<file path="config.mk">
export PLATFORM = sky130hd
export DESIGN_NAME = stack_push_seq_flat
export DESIGN_NICKNAME = d
export VERILOG_FILES = /design/src/rtl/stack_push_seq_if.sv /design/src/rtl/stack_push_seq.sv /design/src/flat_wrapper.sv
export SDC_FILE = /design/constraint.sdc
export NUM_CORES = 1
export LEC_CHECK = 0
export CAP_MARGIN = 10
export CORE_MARGIN = 5
export CORE_UTILIZATION = 43
export DETAILED_ROUTE_END_ITERATION = 12
export HOLD_SLACK_MARGIN = 0.06
export MAX_ROUTING_LAYER = met4
export PLACE_DENSITY_LB_ADDON = 0.1
export SLEW_MARGIN = 25
export SYNTH_ARGS = -nofsm -noshare
export SYNTH_HDL_FRONTEND = slang
export SYNTH_SLANG_ARGS = --single-unit
</file>
<file path="constraint.sdc">
create_clock -name clk -period 2.8 [get_ports clk]
set_input_delay 0.56 -clock clk [delete_from_list [all_inputs] [get_ports clk]]
set_output_delay 0.56 -clock clk [all_outputs]
set_load 0.01 [all_outputs]
</file>
<file path="src/rtl/stack_push_seq_if.sv">
// Stack write port between the push sequencer and data memory.
// master: mem_wr, mem_addr, mem_wdata out; mem_ack in. slave: mirror.
interface stack_push_seq_if #(
  parameter int ADDR_W = 12
);
  logic              mem_wr;
  logic [ADDR_W-1:0] mem_addr;
  logic [15:0]       mem_wdata;
  logic              mem_ack;

  modport master (
    output mem_wr,
    output mem_addr,
    output mem_wdata,
    input  mem_ack
  );

  modport slave (
    input  mem_wr,
    input  mem_addr,
    input  mem_wdata,
    output mem_ack
  );
endinterface

</file>
<file path="src/rtl/stack_push_seq.sv">
// Stack-frame push sequencer for CALL and interrupt entry; owns SP.
// Ports: clk, rst (sync, active-high); interrupt, call_req/call_target,
// ret_pc, ccr_in, sp_inc in; mem (write bus, master); freeze, busy,
// call_ack, pc_load, pc_target, ccr_clr, sp_out, stack_ovf out.
// Optional macro INT_PENDING_EN: remember one interrupt raised while busy.
module stack_push_seq #(
  parameter int                ADDR_W     = 12,
  parameter logic [ADDR_W-1:0] SP_INIT    = 12'hFFF,
  parameter logic [31:0]       INT_VECTOR = 32'h0000_0020
) (
  input  logic              clk,
  input  logic              rst,
  input  logic              interrupt,
  input  logic              call_req,
  input  logic [31:0]       call_target,
  input  logic [31:0]       ret_pc,
  input  logic [2:0]        ccr_in,
  input  logic              sp_inc,
  stack_push_seq_if.master  mem,
  output logic              freeze,
  output logic              busy,
  output logic              call_ack,
  output logic              pc_load,
  output logic [31:0]       pc_target,
  output logic              ccr_clr,
  output logic [ADDR_W-1:0] sp_out,
  output logic              stack_ovf
);

  typedef enum logic [2:0] {
    IDLE,
    PUSH_LO,
    PUSH_HI,
    PUSH_CCR,
    LOAD_PC
  } state_t;

  state_t            state;
  logic [ADDR_W-1:0] sp;
  logic [31:0]       ret_q;
  logic [31:0]       tgt_q;
  logic [2:0]        ccr_q;
  logic              is_int;
  logic              int_take;

`ifdef INT_PENDING_EN
  logic int_pend;

  assign int_take = interrupt | int_pend;

  always_ff @(posedge clk) begin
    if (rst) begin
      int_pend <= 1'b0;
    end else if (state != IDLE) begin
      if (interrupt)
        int_pend <= 1'b1;
    end else if (int_take) begin
      int_pend <= 1'b0;
    end
  end
`else
  assign int_take = interrupt;
`endif

  assign mem.mem_addr = sp;
  assign sp_out       = sp;
  assign freeze       = busy;

  always_ff @(posedge clk) begin
    if (rst) begin
      state         <= IDLE;
      sp            <= SP_INIT;
      ret_q         <= '0;
      tgt_q         <= '0;
      ccr_q         <= '0;
      is_int        <= 1'b0;
      busy          <= 1'b0;
      call_ack      <= 1'b0;
      pc_load       <= 1'b0;
      pc_target     <= '0;
      ccr_clr       <= 1'b0;
      stack_ovf     <= 1'b0;
      mem.mem_wr    <= 1'b0;
      mem.mem_wdata <= '0;
    end else begin
      call_ack <= 1'b0;
      pc_load  <= 1'b0;
      ccr_clr  <= 1'b0;
      unique case (state)
        IDLE: begin
          if (sp_inc)
            sp <= sp + 1'b1;
          if (int_take || call_req) begin
            ret_q         <= ret_pc;
            ccr_q         <= ccr_in;
            is_int        <= int_take;
            tgt_q         <= int_take ? INT_VECTOR : call_target;
            call_ack      <= !int_take;
            busy          <= 1'b1;
            mem.mem_wr    <= 1'b1;
            mem.mem_wdata <= ret_pc[15:0];
            state         <= PUSH_LO;
          end
        end
        PUSH_LO: begin
          if (mem.mem_ack) begin
            sp            <= sp - 1'b1;
            if (sp == '0)
              stack_ovf   <= 1'b1;
            mem.mem_wdata <= ret_q[31:16];
            state         <= PUSH_HI;
          end
        end
        PUSH_HI: begin
          if (mem.mem_ack) begin
            sp            <= sp - 1'b1;
            if (sp == '0)
              stack_ovf   <= 1'b1;
            if (is_int) begin
              mem.mem_wdata <= {13'b0, ccr_q};
              state         <= PUSH_CCR;
            end else begin
              mem.mem_wr <= 1'b0;
              pc_load    <= 1'b1;
              pc_target  <= tgt_q;
              state      <= LOAD_PC;
            end
          end
        end
        PUSH_CCR: begin
          if (mem.mem_ack) begin
            sp          <= sp - 1'b1;
            if (sp == '0)
              stack_ovf <= 1'b1;
            mem.mem_wr  <= 1'b0;
            pc_load     <= 1'b1;
            pc_target   <= tgt_q;
            ccr_clr     <= is_int;
            state       <= LOAD_PC;
          end
        end
        LOAD_PC: begin
          busy  <= 1'b0;
          state <= IDLE;
        end
        default: begin
          busy       <= 1'b0;
          mem.mem_wr <= 1'b0;
          state      <= IDLE;
        end
      endcase
    end
  end

endmodule

</file>
<file path="src/flat_wrapper.sv">
// flat-port wrapper written by rule: the top's interface ports become plain ports
module stack_push_seq_flat 
#(
  parameter int                ADDR_W     = 12,
  parameter logic [ADDR_W-1:0] SP_INIT    = 12'hFFF,
  parameter logic [31:0]       INT_VECTOR = 32'h0000_0020
)
  (clk, rst, interrupt, call_req, call_target, ret_pc, ccr_in, sp_inc, freeze, busy, call_ack, pc_load, pc_target, ccr_clr, sp_out, stack_ovf, mem_mem_wr, mem_mem_addr, mem_mem_wdata, mem_mem_ack);
  stack_push_seq_if #(.ADDR_W(ADDR_W)) mem_i ();
  input  logic clk;
  input  logic rst;
  input  logic interrupt;
  input  logic call_req;
  input  logic [31:0] call_target;
  input  logic [31:0] ret_pc;
  input  logic [2:0] ccr_in;
  input  logic sp_inc;
  output logic freeze;
  output logic busy;
  output logic call_ack;
  output logic pc_load;
  output logic [31:0] pc_target;
  output logic ccr_clr;
  output logic [ADDR_W-1:0] sp_out;
  output logic stack_ovf;
  output wire logic [$bits(mem_i.mem_wr)-1:0] mem_mem_wr;
  output wire logic [$bits(mem_i.mem_addr)-1:0] mem_mem_addr;
  output wire logic [$bits(mem_i.mem_wdata)-1:0] mem_mem_wdata;
  input wire logic [$bits(mem_i.mem_ack)-1:0] mem_mem_ack;
  assign mem_mem_wr = mem_i.mem_wr;
  assign mem_mem_addr = mem_i.mem_addr;
  assign mem_mem_wdata = mem_i.mem_wdata;
  assign mem_i.mem_ack = mem_mem_ack;
  stack_push_seq #(.ADDR_W(ADDR_W), .SP_INIT(SP_INIT), .INT_VECTOR(INT_VECTOR)) u_core (.clk(clk), .rst(rst), .interrupt(interrupt), .call_req(call_req), .call_target(call_target), .ret_pc(ret_pc), .ccr_in(ccr_in), .sp_inc(sp_inc), .mem(mem_i), .freeze(freeze), .busy(busy), .call_ack(call_ack), .pc_load(pc_load), .pc_target(pc_target), .ccr_clr(ccr_clr), .sp_out(sp_out), .stack_ovf(stack_ovf));
endmodule
</file>
# Word level (Yosys, flattened, before mapping)
# Cells that the tools add are included.
# totals
ff_bits	137
input_bits	73
output_inout_bits	79
# op_classes
addsub	2
eq_ne	12
mux	29
bitwise	6
reduce_logical	19
# op_table
cell	n
32-bit two-way mux	4
16-bit two-way mux	4
32-bit one-hot mux with 2 select lines	1
16-bit one-hot mux with 3 select lines	1
12-bit two-way mux	2
12-bit one-hot mux with 2 select lines	1
3-bit two-way mux	5
12-bit by 1-bit adder with 12-bit output, second input constant	1
12-bit logical NOT	1
3-bit one-hot mux with 4 select lines	1
12-bit by 1-bit subtractor with 12-bit output, second input constant	1
2-bit inequality test, second input constant	5
5-bit AND reduction	2
3-bit OR reduction	3
4-bit AND reduction	2
1-bit two-way mux	7
3-bit by 2-bit == test with 1-bit output, second input constant	2
2-bit by 1-bit inequality test with 1-bit output, second input constant	3
1-bit inverter	6
3-bit AND reduction	2
1-bit one-hot mux with 2 select lines	2
1-bit one-hot mux with 4 select lines	1
2-bit AND reduction	2
2-bit nonzero test	2
other kinds (7)	7

# Depth between registers and ports, before layout
# Gate-level depths: netlist of run 1.
# depth
word_depth	4
depth_mapped	11
mapped_depth_nobuf	9

# Worst setup path after synthesis of run 1
# Ideal clock, no wire load.
# synth_path
kind	register -> register
start	register u_core.state[1]
end	register u_core.sp[10] (netlist: u_core.mem.mem_addr[10])
setup_time_ns	0.122
t_arrival_ns	2.514
required_ns	2.678
slack_ns	0.164
stages_incl_launch_ff	12
n_path_buf	2
cell_sequence	dfxtp_1 buf_2 nor2_1 nor2_1 inv_2 buf_2 fa_1 nor2b_1 o31ai_2 a21oi_1 o21ai_0 a221o_1
# synth_via
elab_chain_cells	4
elab_cells_between_ends	10
classes_between	5 x eq/ne; 1 x mux; 4 x reduce/logical
# synth_lines
element	line	text
start: declaration	stack_push_seq.sv:38	state_t state;
start signal: assignment	stack_push_seq.sv:71	state <= IDLE;
start signal: assignment	stack_push_seq.sv:102	state <= PUSH_LO;
start signal: assignment	stack_push_seq.sv:111	state <= PUSH_HI;
3-bit by 1-bit == test with 1-bit output / 3-bit by 2-bit == test with 1-bit output (equally long branches)	stack_push_seq.sv:89	unique case (state)
3-bit OR reduction (no source line)	--	
2-bit by 1-bit inequality test with 1-bit output (no source line) / 2-bit nonzero test (equally long branches)	--	
3-bit AND reduction (no source line)	--	
end signal: assignment	stack_push_seq.sv:92	sp <= sp + 1'b1;
end signal: assignment	stack_push_seq.sv:107	sp <= sp - 1'b1;
end signal: assignment	stack_push_seq.sv:116	sp <= sp - 1'b1;
end: declaration	stack_push_seq.sv:39	logic [ADDR_W-1:0] sp;
# Several ways; a longest one is shown, not always the timed one.
# A chain may end at the register's enable or synchronous reset.

# Worst setup path after layout of run 1
# layout_path
start	register u_core.state[0]
end	register u_core.sp[10] (netlist: u_core.mem.mem_addr[10])
# The elaborated chain is that of the path after synthesis.

==> out/results.txt, run 1 <==
Post-Synth XOR/XNOR Area: 1.16%
Pwr/cell area: 752 nW/µm²
DRC violations left: 0
Inserted Clock Buffers: 17
CTS Hold Bufs: 0
Post-CTS sizing: 0
IO Pins: 152
First-pass GRT wire length: 23.0 mm
Post-DP HPWL: 9.68 mm
Post-Syn Area: 5290 µm²
RSZ-0062 raised after global routing: false
Area of the multi-input gates: 2540 µm²
Root Driver: clkbuf_16
Routed Antenna Nets: 0
EDFF count, synth: 0
Gate Count Post-Synth: 639
Main synth FF type: dfxtp_1
Yosys reg bits: 121
Hold Crit Class: reg2reg
Sink Count: 121
Post-synthesis average cell area: 8.27 µm²
Vias in the first global route: 4725
Post-synthesis simple-gate area fraction: 21.2%
Compound-gate portion of the synthesized area: 21.8%
TritonCTS clock tree: built
Critical Path Start Type: register
FF+latch area: 2420 µm²
Post-synthesis cell type count: 50
Ys async rst share: 0%
Slew @ Worst Pin: 0.864 ns
Clk_skew: 0.0161 ns
N_diodes: 0
Sequential share of the synthesized area: 45.8%
1st-iter DRT viols: 369
Gr usage total: 20.1%
Port Buffers: 151
Number of fill cells in the layout: 1058
Worst setup EP type: register
Synth top area share: 45.8%
Pre-Repair DR Iteration Count: 4
Adder-Cell Fraction of Synth Area: 2.74%
Worst-path maximum fanout: 12
Final net count: 848
Pin count of the biggest net entering global routing: 68
Setup violations, final: 0
Post-Route WL: 14.0 mm
Worst VDD drop: 0.358 mV
Worst-path clk slew: 0.05 ns
Hold depth: 2
Syn nets: 723
Via count: 4901
Vias per cell: 5.31
M2 GR Usage: 32.1%
Fin. max-slew vios: 0
Share of cells above drive strength 1: 7.09%
Gr ovfl total: 0
H-tree depth: 4
Hold violation count in the final report: 0
Setup Buffers After CTS: 0
Die Span X: 121 µm
Yosys top cell by area: dfxtp_1
Grt met1 use: 24.8%
Headroom to the max-slew limit: 42.2%
WP data required: 3.09 ns
Worst path arrival time: 2.55 ns
Met3 usage: 5.45%
Initial Util: 44.0%
Multiplexer share of the synthesized area: 0.757%
Final min period: 2.26 ns
Die ar.: 14600 µm²
Leading post-synthesis cells by cell area: dfxtp_1 (46%), nand2_1 (11%), a21oi_1 (9.4%), nand3b_1 (4.4%), a211oi_1 (2.4%)
Later-pin clock latency in the skew report: 0.42 ns
Final core occ: 61.6%
Clock buffer depth: 2
WL/cell: 15.1 µm
Core area: 12000 µm²
Fin crit share: 80.6%
Die Y: 121 µm
Initial antenna violation count: 0
Area grow syn2layout: 40.0%
Main combinational cell family by area after synthesis: compound AO/OA/AOI/OAI gates
GR peak layer: met2
GP Congestion: 0.820
R2r worst-path depth: 9
Status: finished clean
Setup Total Neg Slack: 0 ns
MaxCap Viol Count: 0
P_leak: 2.74 nW
Synth warnings: 0
Fmax: 0.443 GHz
Cell Rows: 40
Crit path kind: reg2reg
metrics by stage:
step	power [mW]	hold slack (ns)	std cells	instance area, µm²	setup WS, ns
2_1_floorplan	2.92	0.432	639	5290	0.164
3_3_place_gp	3.40	0.436	892	6810	0.494
3_5_place_dp	3.43	0.443	892	6810	0.437
4_1_cts	5.63	0.451	923	7400	0.546
5_1_grt	5.86	0.463	923	7400	0.372
6_report	5.57	0.448	923	7400	0.543
worst max-delay path, stage by stage (launching register included):
cell	delay, ns
dfxtp_1	0.30
nor2_1	0.13
nor2_1	0.05
buf_4	0.18
ha_1	0.32
nor2b_1	0.18
o31ai_2	0.26
a21oi_1	0.15
o31a_1	0.25
a221o_1	0.31
power by group:
| group | internal [mW] | switching [mW] |
|---|---|---|
| registers | 1.87 | 0.123 |
| logic | 0.691 | 0.699 |
| clock network | 1.46 | 0.727 |
| total | 4.02 | 1.55 |
state kept, by name, summed over array words and instances (netlist names):
name                  count
u_core.mem.mem_addr      12
u_core.pc_load            1
u_core.state              3
u_core.call_ack           1
u_core.ret_q             16
u_core.pc_target         32
u_core.busy               1
u_core.tgt_q             32
u_core.stack_ovf          1
u_core.ccr_clr            1
u_core.is_int             1
u_core.ccr_q              3
u_core.mem.mem_wdata     16
u_core.mem.mem_wr         1
synthesized netlist by cell type, types with 2 or more instances:
master,count
nand2_1,152
dfxtp_1,121
a21oi_1,99
nand3b_1,31
nor2_1,26
clkbuf_1,25
buf_2,18
a211oi_1,17
a22oi_1,17
buf_4,16
a22o_1,13
ha_1,10
nor3_1,8
o211ai_1,8
o21ai_0,8
a21o_1,7
nor2b_1,6
inv_1,4
mux2i_1,4
nand3_1,4
xnor2_1,4
nand2b_1,3
nand4_1,3
nor4_1,3
o2bb2ai_1,3
xor2_1,3
buf_1,2
o21a_1,2
layout by cell type (no fill, tap or decap), types with 2 or more instances in the layout:
cell type        instances
ha_1                    10
o211ai_1                 8
nand2b_1                 3
nand2_1                152
clkbuf_1                 3
a22o_1                  13
nor3_1                   7
xnor2_1                  4
clkdlybuf4s50_1        150
nor2b_1                  6
a21o_1                   7
xor2_1                   3
nor3_2                   2
o2bb2ai_1                3
a22oi_1                 17
nor4_1                   3
a21oi_1                 98
nand3_1                  4
nand4_1                  3
bufinv_16                3
a211oi_1                17
nor2_1                  26
mux2i_1                  4
nand3b_1                31
clkbuf_8                 3
clkinv_2                 4
o21ai_0                  8
clkbuf_16               17
inv_1                    4
dfxtp_1                121
buf_4                   18
final cells by class:
class | count | area share, %
flip-flops and latches | 121 | 32.7
clock inverters | 8 | 1.61
repair buffers | 168 | 22.1
inverters | 6 | 0.304
clock buffers | 23 | 6.46
multi-input cells | 450 | 34.3
well taps | 147 | 2.48
final timing paths:
kind	startpoint	end	slack, ns
max reg2reg	u_core.state[0]	u_core.mem.mem_addr[10]	0.54
max	u_core.state[0]	u_core.mem.mem_addr[10]	0.54
min reg2reg	u_core.tgt_q[2]	u_core.tgt_q[2]	0.45
min	u_core.tgt_q[2]	u_core.tgt_q[2]	0.45
routing by layer:
layer	vias up	part of all wire, %	wire (µm)
met2	134	49	6860
met4	0	0.71	99
met5	-	0	0
met3	10	5.1	718
li1	2469	-	-
met1	2288	45	6290
cell families after synthesis:
group	Yosys count
simple gates	243
compound gates	185
flops	121
buf+inv	68
fa+ha+maj	11
xor+xnor	7
mux	4
Note: power is estimated with default switching activity, not from simulation.
==> inputs of run 2 (changes only) <==
--- a/config.mk
+++ b/config.mk
@@ -7,7 +7,7 @@
 export LEC_CHECK = 0
 export CAP_MARGIN = 10
 export CORE_MARGIN = 5
-export CORE_UTILIZATION = 43
+export CORE_UTILIZATION = 45
 export DETAILED_ROUTE_END_ITERATION = 12
 export HOLD_SLACK_MARGIN = 0.06
 export MAX_ROUTING_LAYER = met4
==> constraint.sdc (replaced) <==
create_clock -name clk -period 2.4 [get_ports clk]
set_input_delay 0.48 -clock clk [delete_from_list [all_inputs] [get_ports clk]]
set_output_delay 0.48 -clock clk [all_outputs]
set_load 0.01 [all_outputs]
==> run 2 against run 1 <==
Core utilization increased by 3.5 points. Cell count decreased by 0.11%. Die area down 4.1%. First-iteration DRC count is 4.1% higher. Combinational power grew 21%. Critical path depth fell by 1. Clock power grew 16%.
==> out/results.txt, run 2 (synthesis gave the netlist of run 1 again) <==
Worst path max stage delay: 0.33 ns
Placed instance count: 890
Critical Path Start Type: register
Fin crit share: 93.6%
Commonest cells after routing, fill and taps aside: nand2_1 (152), clkdlybuf4s50_1 (150), dfxtp_1 (121)
CTS Hold Bufs: 0
P_leak: 2.77 nW
Die Y: 118 µm
Clock buffer depth: 2
Top flop regs: u_core.pc_target x32, u_core.tgt_q x32
Final net count: 850
Met3 wire length: 758 µm
WP buf/inv: 0
Worst-path maximum fanout: 10
Metal-1 WL: 6.08 mm
DRC violations left: 0
Status: finished clean
H-tree depth: 4
Vias per cell: 5.34
Initial antenna violation count: 0
Pre-Repair DR Iteration Count: 4
WP data required: 2.70 ns
Root Driver: clkbuf_16
Share of cells above drive strength 1: 7.70%
Post-DP Area: 6870 µm²
Post-CTS sizing: 0
Slew @ Worst Pin: 0.754 ns
Final min period: 2.25 ns
Port Buffers: 151
Post-DP HPWL: 9.64 mm
Die Span X: 118 µm
Gr ovfl total: 0
WL met2: 7.04 mm
Hold violation count in the final report: 0
Worst setup EP type: register
Gr usage total: 21.1%
Setup Buffers After CTS: 0
Post-Route WL: 14.1 mm
Vias in the first global route: 4976
Worst VDD drop: 0.603 mV
IO Pins: 152
Worst path top cell family by delay: compound AO/OA/AOI/OAI gates
Sink Count: 121
Worst-path clk slew: 0.05 ns
WL/cell: 15.3 µm
1st-iter DRT viols: 384
Crit path kind: reg2reg
Headroom to the max-slew limit: 49.8%
Die ar.: 14000 µm²
MaxCap Viol Count: 0
Fmax: 0.445 GHz
FF-to-FF setup slack: 0.15 ns
Later-pin clock latency in the skew report: 0.42 ns
Routed Antenna Nets: 0
Hold Crit Class: reg2reg
Design area: 7470 µm²
Initial Util: 46.1%
Fin. max-slew vios: 0
Setup Total Neg Slack: 0 ns
Pin count of the biggest net entering global routing: 75
Via count: 4926
GP Congestion: 0.839
Core area: 11500 µm²
Cell Rows: 39
Inserted Clock Buffers: 17
RSZ-0062 raised after global routing: false
Clk_skew: 0.00703 ns
Uppermost routed layer: met4
Pwr/cell area: 875 nW/µm²
Crit-path cells: nor2_1 -> nor2_4 -> ha_1 -> nor2b_1 -> o31ai_2 -> a21oi_1 -> o31a_1 -> a221o_1
Area grow syn2layout: 41.3%
Slowest CP cell: ha_1
N_diodes: 0
Fin cells: 922
First-pass GRT wire length: 23.7 mm
TritonCTS clock tree: built
Commonest non-fill, non-tap cell in the layout: nand2_1
Total Power: 6.54 mW
Setup violations, final: 0
Hold Slack: 0.450 ns
Worst path arrival time: 2.54 ns
[run 2: cell types whose count changed in the layout (fill, tap and decap cells not counted), sizes merged]
cell and change:
clkbuf +2, buf +2, bufinv -1
[run 2: tightest hold or removal path: cells and delay by family, from the launching register on]
kind | cells | cell delay (ns)
compound gates | 1 | 0.05
flops | 1 | 0.31
simple gates | 1 | 0.05
[run 2: area by class of cell]
| cell class | count | area, µm² |
|---|---|---|
| fillers | 983 | 4000 |
| multi-input cells | 450 | 2550 |
| flip-flops and latches | 121 | 2420 |
| repair buffers | 170 | 1700 |
| clock buffers | 25 | 505 |
| well taps | 143 | 179 |
| clock inverters | 7 | 88.8 |
| inverters | 6 | 22.5 |
[run 2: routing by layer]
metal  vias up  global-route usage [%]
met5         -                       -
met4         0                    7.80
met3        16                    6.16
met2       133                    35.0
met1      2304                    24.2
li1       2473                       -
[run 2: worst paths after layout]
kind	startpoint	to	cells past startpoint
min reg2reg	u_core.tgt_q[2]	u_core.tgt_q[2]	2
min	u_core.tgt_q[2]	u_core.tgt_q[2]	2
max reg2reg	u_core.state[0]	u_core.mem.mem_addr[10]	8
max	u_core.state[0]	u_core.mem.mem_addr[10]	8
[run 2: stage by stage]
stage	util [%]	setup slack [ns]
6_report	65.2	0.155
5_1_grt	65.2	0.000740
4_1_cts	65.1	0.152
3_5_place_dp	59.9	0.157
3_3_place_gp	59.9	0.218
2_1_floorplan	-	0.0869
[run 2: where the power goes]
group	switching (mW)	internal (mW)	total (mW)
Combinational	0.839	0.842	1.68
Sequential	0.146	2.18	2.33
Clock	0.869	1.66	2.53
Total	1.85	4.69	6.54
==> inputs of run 3 (changes only) <==
--- a/config.mk
+++ b/config.mk
@@ -6,7 +6,7 @@
 export NUM_CORES = 1
 export LEC_CHECK = 0
 export CAP_MARGIN = 10
-export CORE_MARGIN = 5
+export CORE_MARGIN = 10
 export CORE_UTILIZATION = 45
 export DETAILED_ROUTE_END_ITERATION = 12
 export HOLD_SLACK_MARGIN = 0.06
==> run 3 against run 2 <==
Clock-buffer cell count shrank 4. Routed wire length grew 7.1%. Design area grew 0.77%. Critical path depth grew 1. Worst setup slack gained 0.030 ns. Global-route usage shrank 2.2 points. Non-clock buffer count shrank 2. Combinational power is essentially flat. Worst hold slack lost 0.0014 ns. Register-to-register slack gained 0.03 ns. Total power grew 4.6%.
==> out/results.txt, run 3 (synthesis gave the netlist of run 1 again) <==
Top flop regs: u_core.pc_target x32, u_core.tgt_q x32
TritonCTS clock tree: built
Initial antenna violation count: 0
Pre-Repair DR Iteration Count: 5
Number of fill cells in the layout: 998
Setup Total Neg Slack: 0 ns
Critical R2R Launch: u_core.state[0]
Clock power frac: 41.3%
WP buf/inv: 1
Design area: 7530 µm²
Later-pin clock latency in the skew report: 0.42 ns
Via count: 4962
Vias per cell: 5.39
Fin. max-slew vios: 0
Worst path max stage delay: 0.34 ns
P_leak: 2.78 nW
Commonest cells after routing, fill and taps aside: nand2_1 (152), clkdlybuf4s50_1 (150), dfxtp_1 (121)
Headroom to the max-slew limit: 56.8%
Fmax: 0.451 GHz
Worst-path clk slew: 0.05 ns
WP data required: 2.70 ns
Slew @ Worst Pin: 0.649 ns
Psw: 1.91 mW
Die Y: 128 µm
Die ar.: 16500 µm²
Final net count: 848
Sw Ratio: 27.9%
Cell Rows: 39
Worst VDD drop: 0.833 mV
Internal power: 4.93 mW
IO Pins: 152
R2r worst-path depth: 9
Gr usage total: 18.8%
Area grow syn2layout: 42.4%
WL/cell: 16.4 µm
MaxCap Viol Count: 0
Crit path kind: reg2reg
GP Congestion: 0.866
Worst flop-to-flop path endpoint: u_core.mem.mem_addr[11]
N_diodes: 0
Vias in the first global route: 5105
Pre-CTS setup slack: 0.137 ns
RSZ-0062 raised after global routing: false
Routed Antenna Nets: 0
Worst path arrival time: 2.52 ns
Fin crit share: 92.3%
Post-Route WL: 15.1 mm
Gr ovfl total: 0
1st-iter DRT viols: 295
Setup ws final: 0.185 ns
Post-DP HPWL: 10.4 mm
Pin count of the biggest net entering global routing: 64
Die Span X: 128 µm
Clock buffer depth: 2
Worst setup EP type: register
FF-to-FF setup slack: 0.19 ns
Critical Path Start Type: register
Slowest CP cell: dfxtp_1
Root Driver: clkbuf_16
Hold depth: 2
Pwr/cell area: 909 nW/µm²
Clk_skew: 0.00969 ns
Crit-path cells: nor2_2 -> nor2_4 -> buf_4 -> ha_1 -> a21o_1 -> a31o_2 -> nor4_1 -> mux2i_1 -> and4b_1
Status: finished clean
Min-Delay Endpoint: u_core.pc_target[4]
Setup violations, final: 0
H-tree depth: 4
CTS Hold Bufs: 0
Flop pwr share: 34.1%
Hold path startpoint: u_core.tgt_q[4]
Core area: 11500 µm²
Inserted Clock Buffers: 17
Total Power: 6.84 mW
Final min period: 2.21 ns
Hold violation count in the final report: 0
Combinational fraction of design power: 24.7%
Share of cells above drive strength 1: 7.85%
Sink Count: 121
DRC violations left: 0
First-pass GRT wire length: 24.5 mm
Commonest non-fill, non-tap cell in the layout: nand2_1
Worst-path maximum fanout: 9
Hold Slack: 0.448 ns
Port Buffers: 151
Post-DP Area: 6860 µm²
Hold Crit Class: reg2reg
Initial Util: 46.1%
Worst path top cell family by delay: simple AND/OR/NAND/NOR gates
-- run 3: cell types whose count changed in the layout (fill, tap and decap cells not counted), sizes merged --
| cell | previous run | this run |
|---|---|---|
| clkbuf | 25 | 21 |
| bufinv | 2 | 5 |
| clkinv | 6 | 5 |
| buf | 20 | 18 |
| clkinvlp | 0 | 2 |
-- run 3: per-layer routing --
layer	up-vias	track usage [%]	share of wire, %
li1	2466	-	-
met1	2366	20.5	42
met2	120	31.1	51
met3	10	5.79	5.7
met4	0	8.08	0.93
met5	-	-	0
-- run 3: per-stage QoR --
stage               instances  utilization (%)
finish                    920             65.7
global placement          888             59.8
floorplan                 639                -
global route              920             65.7
CTS                       920             65.6
detailed placement        888             59.8
-- run 3: repair_timing --
| action | CTS | global route |
|---|---|---|
| setup endpoints to repair | 0 | 3 |
| buffers inserted | 0 | 0 |
| gates resized for setup | 0 | 2 |
-- run 3: power by group through the flow --
stage                     clock network (mW)  logic (mW)  registers, mW
after CTS                               2.88        1.68           2.33
after detailed placement                   0        1.68           2.37
after global placement                     0        1.63           2.36
after floorplan                            0        1.02           2.39
after global routing                    2.97        1.85           2.36
final                                   2.82        1.69           2.33
-- run 3: worst max path at each step --
stage	to	slack [ns]	cells past startpoint	start
after detailed placement	u_core.mem.mem_addr[11]	0.14	9	u_core.state[0]
after global routing	u_core.mem.mem_addr[10]	0.04	8	u_core.state[0]
after global placement	u_core.mem.mem_addr[10]	0.23	8	u_core.state[0]
after floorplan	u_core.mem.mem_addr[10]	0.09	11	u_core.state[1]
final	u_core.mem.mem_addr[11]	0.19	9	u_core.state[0]
after CTS	u_core.mem.mem_addr[11]	0.12	9	u_core.state[0]
-- run 3: final cells by class --
type	count	area (µm²)	share of cell area, %
clock buffer	21	470	6.25
clock inverter	11	193	2.56
timing repair buffer	168	1690	22.4
sequential	121	2420	32.2
inverter	6	22.5	0.299
tap	143	179	2.38
multi-input combinational	450	2560	33.9
-- run 3: tightest hold or removal path, delay by kind of cell, from the launching register on --
kind | cells | cell delay [ns]
AO/OA/AOI/OAI | 1 | 0.05
AND/OR/NAND/NOR | 1 | 0.05
flip-flops | 1 | 0.31
